==> config.mk <==
export PLATFORM = sky130hd
export DESIGN_NAME = alu_sequencer
export DESIGN_NICKNAME = d
export VERILOG_FILES = /design/src/rtl/alu_sequencer.sv
export SDC_FILE = /design/constraint.sdc
export NUM_CORES = 1
export LEC_CHECK = 0
export BUFFER_PORTS_ARGS = -buffer_cell sky130_fd_sc_hd__buf_4
export CORE_MARGIN = 2
export CORE_UTILIZATION = 56
export DETAILED_ROUTE_END_ITERATION = 10
export GPL_ROUTABILITY_DRIVEN = 0
export PLACE_DENSITY = 0.78
export REMOVE_ABC_BUFFERS = 1
export SYNTH_ARGS = -nofsm -noshare
export SYNTH_HDL_FRONTEND = slang
export SYNTH_SLANG_ARGS = --single-unit
==> constraint.sdc <==
create_clock -name clk -period 2.78 [get_ports clk]
set_input_delay 0.139 -clock clk [delete_from_list [all_inputs] [get_ports clk]]
set_output_delay 0.139 -clock clk [all_outputs]
set_load 0.02 [all_outputs]
==> src/rtl/alu_sequencer.sv <==
// alu_sequencer: one-at-a-time ADD/SUB (1 cycle), shift-add MUL and restoring DIV (DW cycles).
// Define ALU_OVF_ERROR_EN to report arithmetic overflow on o_alu_error; divide-by-zero always does.
module alu_sequencer #(
  parameter int DATA_WIDTH = 16
) (
  input  logic                  clk,
  input  logic                  rst_n,
  input  logic                  i_flush,
  input  logic [DATA_WIDTH-1:0] i_alu_input_a,
  input  logic [DATA_WIDTH-1:0] i_alu_input_b,
  input  logic [1:0]            i_alu_input_op,
  input  logic                  i_alu_input_signed,
  input  logic                  i_alu_input_valid,
  output logic                  o_alu_input_ready,
  output logic [DATA_WIDTH-1:0] o_alu_result,
  output logic                  o_alu_error,
  output logic                  o_alu_result_valid,
  input  logic                  i_alu_result_ready,
  output logic                  o_busy,
  output logic [2:0]            o_dbg_state
);
  localparam int DW  = DATA_WIDTH;
  localparam int CW  = (DW > 1) ? $clog2(DW) : 1;
  localparam logic [DW-1:0]   ONE_DW  = DW'(1);
  localparam logic [2*DW-1:0] ONE_2DW = (2*DW)'(1);
`ifdef ALU_OVF_ERROR_EN
  localparam logic OVF_EN = 1'b1;
`else
  localparam logic OVF_EN = 1'b0;
`endif

  typedef enum logic [2:0] {
    S_IDLE, S_ADDSUB, S_MUL, S_DIV, S_FIXUP, S_DONE
  } state_t;

  // Both handshakes transfer on a clk edge where valid && ready are high; the
  // producer holds its payload stable until that edge.
  state_t           state_q, state_d;
  logic [DW-1:0]    a_q, a_d, b_q, b_d;
  logic             op_lsb_q, op_lsb_d;   // SUB in ADDSUB, DIV in FIXUP
  logic             sgn_q, sgn_d, neg_q, neg_d;
  logic [CW-1:0]    cnt_q, cnt_d;
  logic [2*DW-1:0]  acc_q, acc_d;
  logic [DW-1:0]    result_q, result_d;
  logic             error_q, error_d;

  logic             accept;
  logic [DW-1:0]    mag_a, mag_b;
  logic [DW:0]      sum_ext, mul_sum, div_trial;
  logic             addsub_ovf, mul_ovf, div_ovf;
  logic [2*DW-1:0]  mul_next, div_next, mul_full;
  logic [DW-1:0]    quo, div_res;

  assign o_alu_input_ready  = (state_q == S_IDLE) && !i_flush;
  assign o_alu_result_valid = (state_q == S_DONE);
  assign o_busy             = (state_q != S_IDLE);
  assign o_alu_result       = result_q;
  assign o_alu_error        = error_q;
  assign o_dbg_state        = state_q;
  assign accept             = i_alu_input_valid && o_alu_input_ready;

  always_comb begin
    mag_a = (i_alu_input_signed && i_alu_input_a[DW-1]) ? (~i_alu_input_a + ONE_DW) : i_alu_input_a;
    mag_b = (i_alu_input_signed && i_alu_input_b[DW-1]) ? (~i_alu_input_b + ONE_DW) : i_alu_input_b;

    sum_ext = op_lsb_q ? ({1'b0, a_q} - {1'b0, b_q}) : ({1'b0, a_q} + {1'b0, b_q});
    if (sgn_q)
      addsub_ovf = (op_lsb_q ? (a_q[DW-1] != b_q[DW-1]) : (a_q[DW-1] == b_q[DW-1]))
                   && (sum_ext[DW-1] != a_q[DW-1]);
    else
      addsub_ovf = sum_ext[DW];

    mul_sum  = {1'b0, acc_q[2*DW-1:DW]} + (acc_q[0] ? {1'b0, a_q} : '0);
    mul_next = {mul_sum, acc_q[DW-1:1]};

    // Trial-subtract the divisor from the shifted partial remainder; a borrow restores it.
    div_trial = acc_q[2*DW-1:DW-1] - {1'b0, b_q};
    if (div_trial[DW])
      div_next = {acc_q[2*DW-2:0], 1'b0};
    else
      div_next = {div_trial[DW-1:0], acc_q[DW-2:0], 1'b1};

    mul_full = neg_q ? (~acc_q + ONE_2DW) : acc_q;
    mul_ovf  = sgn_q ? (mul_full[2*DW-1:DW] != {DW{mul_full[DW-1]}})
                     : (mul_full[2*DW-1:DW] != '0);
    quo      = acc_q[DW-1:0];
    div_res  = neg_q ? (~quo + ONE_DW) : quo;
    div_ovf  = sgn_q && !neg_q && quo[DW-1];
  end

  always_comb begin
    state_d  = state_q;
    a_d      = a_q;
    b_d      = b_q;
    op_lsb_d = op_lsb_q;
    sgn_d    = sgn_q;
    neg_d    = neg_q;
    cnt_d    = cnt_q;
    acc_d    = acc_q;
    result_d = result_q;
    error_d  = error_q;

    case (state_q)
      S_IDLE: begin
        if (accept) begin
          op_lsb_d = i_alu_input_op[0];
          sgn_d    = i_alu_input_signed;
          neg_d    = i_alu_input_signed && (i_alu_input_a[DW-1] ^ i_alu_input_b[DW-1]);
          cnt_d    = CW'(DW - 1);
          case (i_alu_input_op)
            2'b10: begin
              a_d     = mag_a;
              acc_d   = {{DW{1'b0}}, mag_b};
              state_d = S_MUL;
            end
            2'b11: begin
              if (i_alu_input_b == '0) begin
                result_d = '0;
                error_d  = 1'b1;
                state_d  = S_DONE;
              end else begin
                b_d     = mag_b;
                acc_d   = {{DW{1'b0}}, mag_a};
                state_d = S_DIV;
              end
            end
            default: begin
              a_d     = i_alu_input_a;
              b_d     = i_alu_input_b;
              state_d = S_ADDSUB;
            end
          endcase
        end
      end
      S_ADDSUB: begin
        result_d = sum_ext[DW-1:0];
        error_d  = OVF_EN && addsub_ovf;
        state_d  = S_DONE;
      end
      S_MUL, S_DIV: begin
        acc_d = (state_q == S_MUL) ? mul_next : div_next;
        if (cnt_q == '0) state_d = S_FIXUP;
        else             cnt_d   = cnt_q - CW'(1);
      end
      S_FIXUP: begin
        result_d = op_lsb_q ? div_res : mul_full[DW-1:0];
        error_d  = OVF_EN && (op_lsb_q ? div_ovf : mul_ovf);
        state_d  = S_DONE;
      end
      S_DONE: begin
        if (i_alu_result_ready) state_d = S_IDLE;
      end
      default: state_d = S_IDLE;
    endcase

    if (i_flush) begin
      state_d  = S_IDLE;
      result_d = '0;
      error_d  = 1'b0;
    end
  end

  always_ff @(posedge clk or negedge rst_n) begin
    if (!rst_n) begin
      state_q  <= S_IDLE;
      a_q      <= '0;
      b_q      <= '0;
      op_lsb_q <= 1'b0;
      sgn_q    <= 1'b0;
      neg_q    <= 1'b0;
      cnt_q    <= '0;
      acc_q    <= '0;
      result_q <= '0;
      error_q  <= 1'b0;
    end else begin
      state_q  <= state_d;
      a_q      <= a_d;
      b_q      <= b_d;
      op_lsb_q <= op_lsb_d;
      sgn_q    <= sgn_d;
      neg_q    <= neg_d;
      cnt_q    <= cnt_d;
      acc_q    <= acc_d;
      result_q <= result_d;
      error_q  <= error_d;
    end
  end
endmodule

==> impl_metrics.toml, run 1 <==
[timing]
fin_crit_ps = 3130
worst_slew_pin_slew_ps = 904
finalCritPeriodShare_pct = 112
hold_viol = 0
slew_headroom_pct = 39.7
whs_ps = 44.1
final-setup-viol-count = 14
slew_viol_final = 0
finClkSkew_ps = 8.02
rsz0062_at_grt = "yes"
fmax_mhz = 320
finalWorstSetupSlack_ps = -345

[global_route]
grt_first_pass_wirelength_um = 41800
grt_max_degree = 47
grt_pass1_vias = 8130
antenna_found_initial = 0
gr-usage-all-layers_pct = 33.3
overflow = 0

[power_and_ir_drop]
p_leak_uw = 0.00469
p_comb_share_pct = 74.8
ir_drop_uv = 721
power.switching_uw = 7500
p_clk_share_pct = 8.9
swShare_pct = 48.7
powerDensity_nw_per_um2 = 1440
internal_power_uw = 7910
pwr-share-seq_pct = 16.3

[final_layout]
final_common_cell = "buf_4"
multi_input_area_um2 = 6220
drive_above_1_share_pct = 26.9
nFillCells = 1001
fin_nets = 1268
synthToLayoutAreaGrowth_pct = 30.0
num_antenna_cells = 0
seqCellArea_um2 = 2260
mostFrequentLayoutCells = "175 x buf_4, 103 x nand2_1, 87 x dfrtp_1"

[route]
firstDrtPassIters = 8
drt_iter0_drc = 1172
drc_errors = 0
routed_wl_um = 29600
post_drt_wl_per_cell_um = 21.7
vias = 9177
vias_per_cell = 6.74
antenna_left = 0

[placed_design]
place_ws_ps = -218
port-buffer-count = 62
dp_hpwl_um = 20000

[die]
die_area_um2 = 15700
start_util_pct = 57.0
ios = 63
core_um2 = 14400
die_h_um = 125
rows = 44
die_w_um = 125

[run]
drv_cap = 0

[worst_setup_path]
cpPeakStageDelay_ps = 410
critPathKind = "flop to flop"
required_ps = 3020
path_cells = "nor4_2, buf_4, and3_4, a41oi_2, xnor2_1, ha_1, a21o_1, a21o_1, a21oi_2, inv_1, a41oi_2, a31oi_2, a22oi_2, o41ai_2"
end_kind = "flop"
cp.arrival_ps = 3360
crit_buf_inv = 2
critPathTopFamily = "compound AO/OA/AOI/OAI gates"
crit_fanout = 3
slowest_stage = "dfrtp_1"
start_kind = "flop"

[clock_network]
cts_htree_levels = 3
root_buffer = "clkbuf_16"
cts_tree = "done"
cts_buffer_depth = 2
path_clk_slew_ps = 70
cts_sinks = 90
cts_made_buffers = 9
clkLatencyLatePin_ps = 360

[outcome]
status = "finished with violations"
violations = "negative setup slack"

[logic_synthesis]
seq_area_frac_synth_pct = 27.4
synth-main-ff-cell = "dfrtp_1"
syn_avg_cell_area_um2 = 8.02
synthCells = 1026
async_reset_ff_share_pct = 100
syn_area_um2 = 8230
yosysWarnings = 0
synth_edf_count = 0
post_synth_num_cell_types = 73
ys_ff_latch = 90

[hold_path]
worst_hold_path_type = "input port to flop"
-- timing repair --
action                                  CTS  global route
gates resized for setup                  51            90
pin swaps                                29            60
hold buffers                              1             0
endpoints found under the setup margin   13            28
endpoints found under the hold margin    45             0
setup buffers                            10            12
-- sequential cells by signal (all words and copies together), names as in the netlist --
| signal | flops |
|---|---|
| acc_q | 32 |
| a_q | 16 |
| b_q | 16 |
| o_alu_result | 16 |
| cnt_q | 4 |
| o_dbg_state | 3 |
| neg_q | 1 |
| o_alu_error | 1 |
| op_lsb_q | 1 |
-- final cells by class --
class	instances	share of cell area (%)
Clock buffer	9	2.11
Clock inverter	7	0.936
Inverter	48	1.71
Multi-Input combinational cell	837	58.1
Sequential cell	90	21.1
Tap cell	184	2.15
Timing Repair Buffer	187	13.9
-- cell usage after synthesis, types with 8 or more instances --
library cell,instances,area (um2)
nand2_1,104,390
xnor2_1,70,613
inv_1,48,180
or3_1,14,87.6
dfrtp_1,90,2250
nand3_1,23,115
and2_1,23,144
a21o_1,15,113
ha_1,52,651
a31oi_1,16,100
a22oi_1,25,188
o21ai_0,74,370
and3_1,8,50.1
o21a_1,8,60.1
nor2_1,85,319
o211ai_1,10,75.1
a21oi_1,86,430
clkbuf_1,40,150
a222oi_1,8,80.1
o31ai_1,14,105
nor3_1,31,155
o221ai_1,14,123
nand2b_1,8,50.1
xor2_1,30,263
mux2i_1,23,230
-- metrics by stage --
| step | power [uW] | util (%) | instances | setup TNS [ps] | area (um2) |
|---|---|---|---|---|---|
| after floorplan | 7620 | - | 975 | -11510 | 8010 |
| after global placement | 10800 | 66.0 | 1323 | -140 | 9520 |
| after detailed placement | 11000 | 66.0 | 1323 | -1150 | 9520 |
| after CTS | 13200 | 70.3 | 1350 | -277 | 10100 |
| after global routing | 16000 | 74.1 | 1362 | -2890 | 10700 |
| final | 15400 | 74.1 | 1362 | -1640 | 10700 |
-- per-layer routing --
metal	part of all wire (%)	global-route usage, %	up-vias
met5	0	0	-
met4	6.1	15.2	0
met3	10	4.84	184
met2	45	53.0	675
met1	39	45.1	4265
li1	-	-	4053
-- cells by family after synthesis --
kind of cell,after synthesis,share of synthesized area (%)
AOI/OAI and AO/OA,325,25.9
muxes,24,2.94
DFF,90,27.4
buffers and inverters,99,4.88
xor gates and xnor gates,100,10.6
and+or+nand+nor,333,19.6
adders and majority gates,55,8.64
-- power groups by stage --
| stage | clock (uW) | sequential, uW | combinational, uW |
|---|---|---|---|
| 2_1_floorplan | 0 | 2370 | 5240 |
| 3_3_place_gp | 0 | 2380 | 8460 |
| 3_5_place_dp | 0 | 2400 | 8600 |
| 4_1_cts | 1350 | 2400 | 9430 |
| 5_1_grt | 1420 | 2540 | 12000 |
| 6_report | 1370 | 2520 | 11500 |
-- worst paths after layout --
kind	endpoint	depth (start not counted)	start	slack, ps
setup / recovery	o_alu_result[14]	14	b_q[6]	-350
hold / removal	a_q[0]	3	i_alu_input_a[0]	40
setup reg to reg	o_alu_result[14]	14	b_q[6]	-350
hold reg to reg	o_alu_result[5]	2	o_alu_result[5]	540
max in group asynchronous	op_lsb_q	3	rst_n	1770
min in group asynchronous	cnt_q[3]	2	rst_n	330
-- worst min-delay path: stages --
cell and delay, ps:
buf_4 120, nand2_1 50, o21ai_0 60
No activity file was read; power rests on OpenSTA's default activity.
==> inputs of run 2 (changes only) <==
BUFFER_PORTS_ARGS = -buffer_cell sky130_fd_sc_hd__buf_2   (was -buffer_cell sky130_fd_sc_hd__buf_4)
CELL_PAD_IN_SITES_DETAIL_PLACEMENT = 0   (was not set)
CELL_PAD_IN_SITES_GLOBAL_PLACEMENT = 2   (was not set)
CORE_UTILIZATION = 34   (was 56)
PLACE_DENSITY = not set   (was 0.78)
PLACE_DENSITY_LB_ADDON = 0.1   (was not set)
==> impl_metrics.toml, run 2 (synthesis gave the netlist of run 1 again) <==
[worst_setup_path]
start_kind = "flop"
reg2reg_from = "b_q[3]"
critPathKind = "flop to flop"
required_ps = 3020
cp.arrival_ps = 3130
path_cells = "nor4_2, buf_4, and3_4, a31oi_1, xnor2_1, ha_2, or3_4, o31ai_4, buf_4, o21bai_1, a21oi_1, xor2_1, o21ai_1"
critical_path.most_common_cell = "buf_4"
crit_fanout = 3
rr_endpoint = "o_alu_result[13]"
cpPeakStageDelay_ps = 390
reg2reg_slack_ps = -110
end_kind = "flop"
reg2regPathDepth = 13
slowest_stage = "dfrtp_1"

[clock_network]
path_clk_slew_ps = 80
clkLatencyLatePin_ps = 360
cts_buffer_depth = 2
cts_tree = "done"
cts_made_buffers = 9
cts_sinks = 90
cts_htree_levels = 3
root_buffer = "clkbuf_16"

[outcome]
status = "finished with violations"
violations = "negative setup slack"

[timing]
whs_ps = 81.5
final-setup-viol-count = 4
rsz0062_at_grt = "yes"
fin_crit_ps = 2890
slew_viol_final = 0
slew_headroom_pct = 14.9
finClkSkew_ps = 12.6
finalCritPeriodShare_pct = 104
finalWorstSetupSlack_ps = -108
fmax_mhz = 346
hold_viol = 0
worst_slew_pin_slew_ps = 1280

[placed_design]
placed_area_um2 = 10000
dp_hpwl_um = 25600
port-buffer-count = 62

[final_layout]
mostFrequentLayoutCells = "166 x buf_4, 102 x nand2_1, 89 x dfrtp_1"
post-route-util_pct = 47.6
final_common_cell = "buf_4"
largest_reg_flops = 32
stdcell_area_um2 = 11200
largest-register = "acc_q"
num_antenna_cells = 0
fin_nets = 1321
synthToLayoutAreaGrowth_pct = 36.7
drive_above_1_share_pct = 30.6

[route]
antenna_left = 0
post_drt_wl_per_cell_um = 21.6
drc_errors = 0
routed_wl_um = 33500
vias_per_cell = 5.55
drt_iter0_drc = 701
vias = 8606
firstDrtPassIters = 5

[power_and_ir_drop]
powerDensity_nw_per_um2 = 1330
p_clk_share_pct = 9.1
pwr-share-seq_pct = 15.6
power.switching_uw = 7020
p_leak_uw = 0.00490
swShare_pct = 46.9
p_comb_share_pct = 75.2
internal_power_uw = 7960
ir_drop_uv = 591

[die]
rows = 56
die_w_um = 160
ios = 63
die_h_um = 160
start_util_pct = 34.8
core_um2 = 23600
die_area_um2 = 25500

[hold_path]
whs_path_depth = 3
hp-start = "i_alu_input_a[12]"
worst_hold_path_type = "input port to flop"
whs_endpoint = "a_q[12]"

[global_route]
overflow = 0
gr-usage-all-layers_pct = 25.4
antenna_found_initial = 0
grt_pass1_vias = 8230
grt_max_degree = 50
grt_first_pass_wirelength_um = 49900

[run]
drv_cap = 0
-- run 2: worst max-delay path by stage --
stage                        start               end  slack [ps]  cells past startpoint
global route                b_q[3]  o_alu_result[13]        -280                     13
global placement            b_q[0]         acc_q[17]        -320                     12
floorplan           o_dbg_state[0]         acc_q[21]        -460                      7
detailed placement          b_q[0]  o_alu_result[15]        -280                     13
CTS                         b_q[3]  o_alu_result[13]        -120                     13
finish                      b_q[3]  o_alu_result[13]        -110                     13
-- run 2: final cells by class --
class	instances	area (um2)
Inverter	48	180
Timing Repair Buffer	240	1750
Multi-Input combinational cell	837	6350
Tap cell	319	399
Fill cell	2345	12400
Clock buffer	11	253
Sequential cell	90	2250
Clock inverter	5	61.3
-- run 2: critical path: cells and delay by family, from the launching register on --
family | cells | cell delay, ps
and+or+nand+nor | 3 | 870
AOI/OAI and AO/OA | 5 | 680
DFF | 1 | 390
buffers and inverters | 2 | 330
xor gates and xnor gates | 2 | 320
adders and majority gates | 1 | 190
-- run 2: what timing repair did --
action,CTS,global route
hold buffers,1,0
setup buffers,5,10
pin swaps,30,52
endpoints found under the setup margin,26,28
endpoints found under the hold margin,48,0
resized for setup,45,106
-- run 2: per-stage QoR --
stage / setup TNS (ps) / instances / total power, uW / worst slack [ps]
after floorplan: -11510 / 975 / 7620 / -457
after global placement: -2670 / 1518 / 11700 / -324
after detailed placement: -3320 / 1518 / 11700 / -284
after CTS: -467 / 1540 / 13600 / -122
after global routing: -1240 / 1550 / 15900 / -282
final: -339 / 1550 / 15000 / -108
-- run 2: per-layer routing --
layer | global-route usage [%] | routed length [um] | up-vias
li1 | - | - | 4144
met1 | 37.8 | 16500 | 4198
met2 | 39.1 | 14900 | 236
met3 | 3.41 | 1540 | 28
met4 | 5.50 | 487 | 0
met5 | 0 | 0 | -
-- run 2: power groups by stage --
stage | Sequential (uW) | Clock (uW) | Combinational [uW]
5_1_grt | 2400 | 1430 | 12100
2_1_floorplan | 2370 | 0 | 5240
3_5_place_dp | 2310 | 0 | 9410
3_3_place_gp | 2300 | 0 | 9450
6_report | 2340 | 1370 | 11300
4_1_cts | 2290 | 1390 | 9900
==> inputs of run 3 (changes only) <==
REMOVE_ABC_BUFFERS = not set   (was 1)
==> impl_metrics.toml, run 3 (synthesis gave the netlist of run 1 again) <==
[final_layout]
largest-register = "acc_q"
stdcell_area_um2 = 11300
fin_nets = 1344
mostFrequentLayoutCells = "192 x buf_4, 103 x nand2_1, 89 x dfrtp_1"
drive_above_1_share_pct = 30.8
synthToLayoutAreaGrowth_pct = 37.5
num_antenna_cells = 0
final_common_cell = "buf_4"
largest_reg_flops = 32
post-route-util_pct = 47.9

[worst_setup_path]
end_kind = "flop"
crit_buf_inv = 1
required_ps = 3030
endpoint = "o_alu_result[14]"
startpoint = "b_q[6]"
reg2reg_slack_ps = -60
path_cells = "nor4_4, and3_4, a41oi_2, xnor2_2, ha_1, a21o_1, a21o_1, a21oi_2, inv_1, a41oi_2, a31oi_2, a22oi_1, o41ai_1"
slowest_stage = "dfrtp_1"
rr_endpoint = "o_alu_result[14]"
crit_fanout = 3
reg2regPathDepth = 13
critPathKind = "flop to flop"
cpPeakStageDelay_ps = 410
path_depth = 13
start_kind = "flop"
reg2reg_from = "b_q[6]"
critPathTopFamily = "compound AO/OA/AOI/OAI gates"
cp.arrival_ps = 3100

[clock_network]
cts_made_buffers = 9
cts_sinks = 90
path_clk_slew_ps = 80
cts_tree = "done"
cts_htree_levels = 3
clkLatencyLatePin_ps = 370
root_buffer = "clkbuf_16"
cts_buffer_depth = 2

[die]
rows = 56
die_area_um2 = 25500
die_h_um = 160
core_um2 = 23600
start_util_pct = 34.8
ios = 63
die_w_um = 160

[route]
drc_errors = 0
routed_wl_um = 32100
vias = 8559
antenna_left = 0
drt_iter0_drc = 603
firstDrtPassIters = 5
vias_per_cell = 5.44
post_drt_wl_per_cell_um = 20.4

[placed_design]
placed_area_um2 = 10100
dp_hpwl_um = 25600
port-buffer-count = 62
place_ws_ps = -250

[global_route]
grt_first_pass_wirelength_um = 49100
grt_pass1_vias = 8209
overflow = 0
gr-usage-all-layers_pct = 24.9
grt_max_degree = 51
antenna_found_initial = 0

[outcome]
violations = "negative setup slack"
status = "finished with violations"

[timing]
finClkSkew_ps = 19.4
final-setup-viol-count = 4
fmax_mhz = 352
finalCritPeriodShare_pct = 102
rsz0062_at_grt = "yes"
slew_headroom_pct = 42.7
finalWorstSetupSlack_ps = -63.9
slew_viol_final = 0
finalSetupTns_ps = -159
worst_slew_pin_slew_ps = 860
hold_viol = 0
fin_crit_ps = 2840

[power_and_ir_drop]
power.switching_uw = 7140
pwr-share-seq_pct = 15.7
powerDensity_nw_per_um2 = 1360
p_leak_uw = 0.00503
swShare_pct = 46.6
internal_power_uw = 8200
p_clk_share_pct = 9.2
p_comb_share_pct = 75.1
ir_drop_uv = 582

[run]
drv_cap = 0

[logic_synthesis]
synthesis.nets = 1121

[hold_path]
worst_hold_path_type = "input port to flop"
hp-start = "i_alu_input_a[3]"
==> run 3: tightest hold or removal path, cell delays in order <==
cell and delay (ps):
buf_2 130, a22oi_1 70, o21ai_0 70
==> run 3: timing repair <==
action	CTS	global route
hold buffers	1	0
pin swaps	32	37
hold endpoints to repair	40	0
resized for setup	66	60
buffers inserted	15	9
endpoints found under the setup margin	18	26
==> run 3: layer usage <==
metal  up-vias  GRT usage [%]  wire [um]
met5         -              0          0
met4         0           6.61        504
met3        28           2.92       1410
met2       207           38.9      14500
met1      4135           36.3      15700
li1       4189              -          -
==> run 3: how the worst min path moves through the flow <==
stage          cells after the start         endpoint  slack (ps)
6_report                           3           a_q[3]          90
5_1_grt                            3           a_q[3]         120
4_1_cts                            3           a_q[3]          70
3_5_place_dp                       1  o_alu_result[9]         190
3_3_place_gp                       1  o_alu_result[5]         190
2_1_floorplan                      0           a_q[0]        -160
==> run 3: power groups by stage <==
stage	registers [uW]	logic [uW]	clock network, uW
after floorplan	2300	5520	0
after global routing	2450	12400	1480
after global placement	2380	9580	0
after CTS	2380	10600	1440
after detailed placement	2380	9560	0
final	2400	11500	1420
==> run 3: final cells by class <==
class                   count  area, um2
flip-flops and latches     90       2250
fillers                  2323      12300
multi-input cells         837       6250
clock inverters             6       97.6
well taps                 319        399
inverters                  48        180
repair buffers            263       1880
clock buffers              10        239
==> run 3: through the flow <==
step,hold WS (ps),std cells,power [uW]
5_1_grt,123,1573,16300
6_report,88.5,1573,15300
3_3_place_gp,194,1534,12000
2_1_floorplan,-157,1026,7810
3_5_place_dp,186,1534,11900
4_1_cts,73.9,1565,14400
